<file path="config.mk">
export PLATFORM = sky130hd
export DESIGN_NAME = uart_tx_arbiter
export DESIGN_NICKNAME = d
export VERILOG_FILES = /design/src/rtl/uart_tx_arbiter.sv
export SDC_FILE = /design/constraint.sdc
export NUM_CORES = 1
export LEC_CHECK = 0
export ABC_CLOCK_PERIOD_IN_PS = 2250
export CAP_MARGIN = 20
export CORE_UTILIZATION = 45
export CTS_CLUSTER_SIZE = 30
export DETAILED_ROUTE_END_ITERATION = 10
export PLACE_DENSITY = 0.87
export SLEW_MARGIN = 10
export SYNTH_ARGS = -nofsm -noshare
export SYNTH_HDL_FRONTEND = slang
export SYNTH_SLANG_ARGS = --single-unit
</file>
<file path="constraint.sdc">
create_clock -name clk_in -period 2.25 [get_ports clk_in]
set_clock_uncertainty 0.15 [all_clocks]
set_input_delay 0.225 -clock clk_in [delete_from_list [all_inputs] [get_ports clk_in]]
set_output_delay 0.225 -clock clk_in [all_outputs]
set_load 0.02 [all_outputs]
</file>
<file path="src/rtl/uart_tx_arbiter.sv">
// Round-robin arbiter that shares one uart_tx between NUM_REQ byte producers, with a done watchdog.
// Optional packet lock is compiled in when UART_ARB_LOCK_EN is defined.
module uart_tx_arbiter #(
    parameter int NUM_REQ        = 4,
    parameter int GAP_CYCLES     = 0,
    parameter int TIMEOUT_CYCLES = 4096
) (
    input  logic                       clk_in,
    input  logic                       rst_n_in,
    input  logic [NUM_REQ-1:0]         req_valid_in,
    input  logic [8*NUM_REQ-1:0]       req_data_in,
    input  logic [NUM_REQ-1:0]         req_last_in,
    output logic [NUM_REQ-1:0]         req_ready_out,
    output logic                       tx_start_out,
    output logic [7:0]                 tx_data_out,
    input  logic                       tx_done_in,
    output logic [$clog2(NUM_REQ)-1:0] grant_out,
    output logic                       busy_out,
    output logic                       err_timeout_out
);
    localparam int GW  = $clog2(NUM_REQ);
    localparam int GW1 = GW + 1;
    localparam int GCW = (GAP_CYCLES > 1) ? $clog2(GAP_CYCLES) : 1;
    localparam int WCW = (TIMEOUT_CYCLES > 1) ? $clog2(TIMEOUT_CYCLES) : 1;
    localparam bit GAP_EN = (GAP_CYCLES > 0);
    localparam bit WD_EN  = (TIMEOUT_CYCLES > 0);
    localparam logic [GCW-1:0]     GAP_LAST = GCW'(GAP_EN ? GAP_CYCLES - 1 : 0);
    localparam logic [GCW-1:0]     GAP_ONE  = GCW'(1);
    localparam logic [WCW-1:0]     WD_LAST  = WCW'(WD_EN ? TIMEOUT_CYCLES - 1 : 0);
    localparam logic [WCW-1:0]     WD_ONE   = WCW'(1);
    localparam logic [GW:0]        NUM_W    = GW1'(NUM_REQ);
    localparam logic [NUM_REQ-1:0] ONE_HOT0 = NUM_REQ'(1);

    typedef enum logic [1:0] {
        ST_IDLE  = 2'd0,
        ST_START = 2'd1,
        ST_WAIT  = 2'd2,
        ST_GAP   = 2'd3
    } state_t;

    state_t         state_r;
    logic [GW-1:0]  ptr_r;
    logic [GW-1:0]  grant_r;
    logic [7:0]     tx_data_r;
    logic           tx_start_r;
    logic           busy_r;
    logic           err_r;
    logic [WCW-1:0] wd_cnt_r;
    logic [GCW-1:0] gap_cnt_r;

    logic [GW-1:0]  winner_s;
    logic           found_s;
    logic [GW:0]    pos_s;
    logic           hit_s;
    logic           accept_s;
    logic           abort_s;

`ifdef UART_ARB_LOCK_EN
    logic           lock_r;
    logic [GW-1:0]  lock_g_r;
`endif

    // Nearest valid requester after the last grant; scanning far-to-near lets the nearest hit win
    always_comb begin
        found_s  = 1'b0;
        winner_s = '0;
        pos_s    = '0;
        hit_s    = 1'b0;
        for (int k = NUM_REQ; k >= 1; k--) begin
            pos_s    = {1'b0, ptr_r} + GW1'(k);
            pos_s    = (pos_s >= NUM_W) ? (pos_s - NUM_W) : pos_s;
            hit_s    = req_valid_in[pos_s[GW-1:0]];
            found_s  = found_s | hit_s;
            winner_s = hit_s ? pos_s[GW-1:0] : winner_s;
        end
`ifdef UART_ARB_LOCK_EN
        found_s  = lock_r ? req_valid_in[lock_g_r] : found_s;
        winner_s = lock_r ? lock_g_r : winner_s;
`endif
    end

    assign accept_s = (state_r == ST_IDLE) && found_s;
    // A done arriving on the terminal count takes priority over the abort
    assign abort_s  = WD_EN && (state_r == ST_WAIT) && !tx_done_in && (wd_cnt_r == WD_LAST);

    // Ready is gated by reset so every output reads 0 while rst_n_in is low
    assign req_ready_out   = (accept_s && rst_n_in) ? (ONE_HOT0 << winner_s) : '0;
    assign tx_start_out    = tx_start_r;
    assign tx_data_out     = tx_data_r;
    assign grant_out       = grant_r;
    assign busy_out        = busy_r;
    assign err_timeout_out = err_r;

    // Sequencer: grant a byte, pulse start, wait for done or watchdog, then optional gap
    always_ff @(posedge clk_in or negedge rst_n_in) begin
        if (!rst_n_in) begin
            state_r    <= ST_IDLE;
            ptr_r      <= GW'(NUM_REQ - 1);
            grant_r    <= '0;
            tx_data_r  <= 8'h00;
            tx_start_r <= 1'b0;
            busy_r     <= 1'b0;
            err_r      <= 1'b0;
            wd_cnt_r   <= '0;
            gap_cnt_r  <= '0;
        end else begin
            case (state_r)
                ST_IDLE: begin
                    if (accept_s) begin
                        tx_data_r  <= req_data_in[{winner_s, 3'b000} +: 8];
                        grant_r    <= winner_s;
                        ptr_r      <= winner_s;
                        tx_start_r <= 1'b1;
                        busy_r     <= 1'b1;
                        state_r    <= ST_START;
                    end else begin
                        tx_start_r <= 1'b0;
                        busy_r     <= 1'b0;
                    end
                end
                ST_START: begin
                    tx_start_r <= 1'b0;
                    wd_cnt_r   <= '0;
                    state_r    <= ST_WAIT;
                end
                ST_WAIT: begin
                    if (tx_done_in) begin
                        if (GAP_EN) begin
                            gap_cnt_r <= '0;
                            state_r   <= ST_GAP;
                        end else begin
                            busy_r  <= 1'b0;
                            state_r <= ST_IDLE;
                        end
                    end else if (abort_s) begin
                        err_r   <= 1'b1;
                        busy_r  <= 1'b0;
                        state_r <= ST_IDLE;
                    end else begin
                        wd_cnt_r <= wd_cnt_r + WD_ONE;
                    end
                end
                ST_GAP: begin
                    if (gap_cnt_r == GAP_LAST) begin
                        busy_r  <= 1'b0;
                        state_r <= ST_IDLE;
                    end else begin
                        gap_cnt_r <= gap_cnt_r + GAP_ONE;
                    end
                end
                default: begin
                    tx_start_r <= 1'b0;
                    busy_r     <= 1'b0;
                    state_r    <= ST_IDLE;
                end
            endcase
        end
    end

`ifdef UART_ARB_LOCK_EN
    // Packet lock: a byte without last pins arbitration to its requester until last or abort
    always_ff @(posedge clk_in or negedge rst_n_in) begin
        if (!rst_n_in) begin
            lock_r   <= 1'b0;
            lock_g_r <= '0;
        end else if (abort_s) begin
            lock_r   <= 1'b0;
        end else if (accept_s) begin
            lock_r   <= ~req_last_in[winner_s];
            lock_g_r <= winner_s;
        end else begin
            lock_r   <= lock_r;
        end
    end
`else
    logic last_unused_s;
    assign last_unused_s = ^req_last_in;
`endif

endmodule

</file>
==> results.txt <==
Final setup viols -> 0
Largest cells by area after synthesis -> dfrtp_1 40%, a211oi_1 7.6%, mux2i_1 5.4%
Pin count of the biggest net entering global routing -> 30
Post-Route WL -> 4.16 mm
Max-cap check violation count -> 0
Critical Path Fanout Max -> 3
Sequential element share of the synthesized area -> 43.6%
M3 GR Usage -> 8.58%
Startpoint Class -> flop
Synthesized Nets -> 207
TritonRoute pass-1 iters -> 4
Yosys top cell area share -> 40.5%
Max Freq -> 448 MHz
Cts bufs inserted -> 5
Pwr dens -> 1130 mW/mm2
Starting Density -> 48.5%
Status -> completed
Worst setup EP type -> primary output
Final period util -> 99.3%
Crit Path Category -> flop to primary output
Slowest CP cell -> dfstp_2
Placer congestion estimate -> 0.895
Total GRT Usage -> 22.9%
# IOs -> 60
Final instance area -> 0.00254 mm2
First-pass GRT wire length -> 6.97 mm
Clk root buf -> clkbuf_8
Ys flop type -> dfrtp_1
Vias per cell -> 5.55
Crit path max-delay family -> simple AND/OR/NAND/NOR gates
Routed Antenna Nets -> 0
Syn_area_per_cell -> 10.2 um2
Hold Fails Final Rpt -> 0
Netlist cell types -> 49
Commonest cells in the netlist -> 27 x dfrtp_1, 17 x a211oi_1, 16 x nor2_1
Port buffer count -> 55
Max Transition Viols Final -> 0
Share of cells above drive strength 1 -> 21.2%
Yosys reg bits -> 29
WP data arrival -> 1.86 ns
Post-synth ARST share -> 100%
Clock latency on the worst-skew pair -> 0.28 ns
GRT Residual Overflow -> 0
CTS tree -> yes
Chip Height -> 62.9 um
CTS H-Tree Depth -> 2
Cells along the critical path -> nand2b_1 > a21oi_1 > or3_4 > nor3_1 > buf_2
CTS hold repair buffers -> 0
Hold WC Path Type -> input pin to async pin
Tmin final -> 2.23 ns
1st-iter DRT viols -> 74
Leak -> 1.11 nW
Met1 Use GR -> 29.1%
Nets@finish -> 284
Vias -> 1592
Worst Path Required -> 1.88 ns
YS warnings -> 0
Clk buf depth -> 2
Cell taking the most area after synthesis -> dfrtp_1
Drt drc -> 0
Slew margin rel. -> 69.5%
Slew @ Worst Pin -> 0.457 ns
Max stage delay on crit path -> 0.55 ns
Die Width -> 62.9 um
Buffers plus inverters on the worst setup path -> 1
Row Count -> 21
Power consumption -> 2.86 mW
Cell with the most instances after synthesis -> dfrtp_1
VDD IR max -> 0.530 mV
Placed wire-length estimate -> 3.11 mm
Post-Syn Instances -> 163
Hold_ws -> 0.279 ns
GR peak layer -> met2
GR Util met2 -> 34.9%
Post-synth EDFFs -> 0
Die area -> 0.00396 mm2
Finished Core Util -> 73.7%
# diodes -> 0
CORE AREA -> 0.00344 mm2
Area grow syn2layout -> 52.0%
Initial antenna violation count -> 0
Cell area after placement -> 0.00239 mm2
Vias in the first global route -> 1545
WL per Instance -> 14.5 um
RSZ-0062 raised after global routing -> true
Clock Sink Count -> 29
Synthesized area -> 0.00167 mm2
Worst-path clk slew -> 0.07 ns
==> registers in the layout, summed over array words and instances (netlist names) <==
signal           flops
tx_start_out         1
err_timeout_out      1
state_r              2
busy_out             1
ptr_r                2
tx_data_out          8
wd_cnt_r            12
grant_out            2
==> routing by layer <==
layer | share of wire (%) | wire, um
met3 | 8.7 | 361
met2 | 46 | 1900
met5 | 0 | 0
met4 | 1.5 | 61
met1 | 44 | 1850
==> kinds of logic after synthesis <==
| family | synth area share [%] |
|---|---|
| flops | 43.6 |
| xor+xnor | 2.10 |
| mux | 5.40 |
| compound gates | 26.2 |
| buf+inv | 3.52 |
| fa+ha+maj | 0.750 |
| simple gates | 18.4 |
==> what timing repair did <==
action	4_1_cts	5_1_grt
pin swaps	0	3
buffers inserted	0	1
gates resized for setup	22	10
endpoints found under the setup margin	4	4
==> worst register-to-register path: stages, from the launching register on <==
cell and delay, ns:
dfstp_2 0.56, mux2i_2 0.28, o21ai_4 0.09, buf_6 0.13, nor2_4 0.16, buf_4 0.26, mux2i_1 0.25, a211oi_1 0.10
==> placed cells by master, fill, tap and decap left out, types with 2 or more instances in the layout <==
cell              n
dfstp_2           2
nand2b_1          3
o31ai_1           4
dlymetal6s2s_1    3
o2111ai_1         2
nand3_1           7
o21ai_1           3
nor2_4            2
buf_6             2
nand2_1           5
nor3_1            3
o21ai_0           2
clkbuf_8          6
mux2i_1           8
buf_4            21
clkdlybuf4s50_1  48
a21oi_1           3
dfrtp_1          27
o211ai_1          6
nor2_1           16
a211oi_1         17
nor3_2            2
buf_2             2
inv_1             3
a31oi_1           2
xor2_1            3
o21a_1            8
a21o_1            3
==> metrics by stage <==
stage	worst slack [ns]	TNS, ns	instances
global placement	-0.332	-1.24	278
CTS	0.00418	0	286
detailed placement	-0.378	-1.60	278
floorplan	0.101	0	163
finish	0.0161	0	287
global route	-0.0150	-0.0221	287
==> layout make-up <==
cell class	count	area, um2
multi-input cells	124	906
fillers	239	905
flip-flops and latches	29	728
repair buffers	76	708
clock buffers	6	82.6
well taps	46	57.6
clock inverters	2	37.5
inverters	4	17.5
==> report_power, final <==
part / internal [mW] / leakage [nW] / total [mW] / switching (mW)
Sequential: 0.696 / 0.362 / 0.799 / 0.102
Combinational: 0.724 / 0.693 / 1.50 / 0.777
Clock: 0.360 / 0.0574 / 0.563 / 0.204
==> final timing paths <==
kind	from	to	slack, ns	depth (start not counted)
setup / recovery	ptr_r[0]	req_ready_out[3]	0.02	5
hold / removal	rst_n_in	wd_cnt_r[5]	0.28	2
setup reg to reg	ptr_r[1]	tx_data_out[7]	0.16	7
hold reg to reg	err_timeout_out	err_timeout_out	0.33	1
max in group asynchronous	rst_n_in	ptr_r[1]	1.36	2
min in group clk_in	err_timeout_out	err_timeout_out	0.33	1
Power figures use the tool's default switching activity.
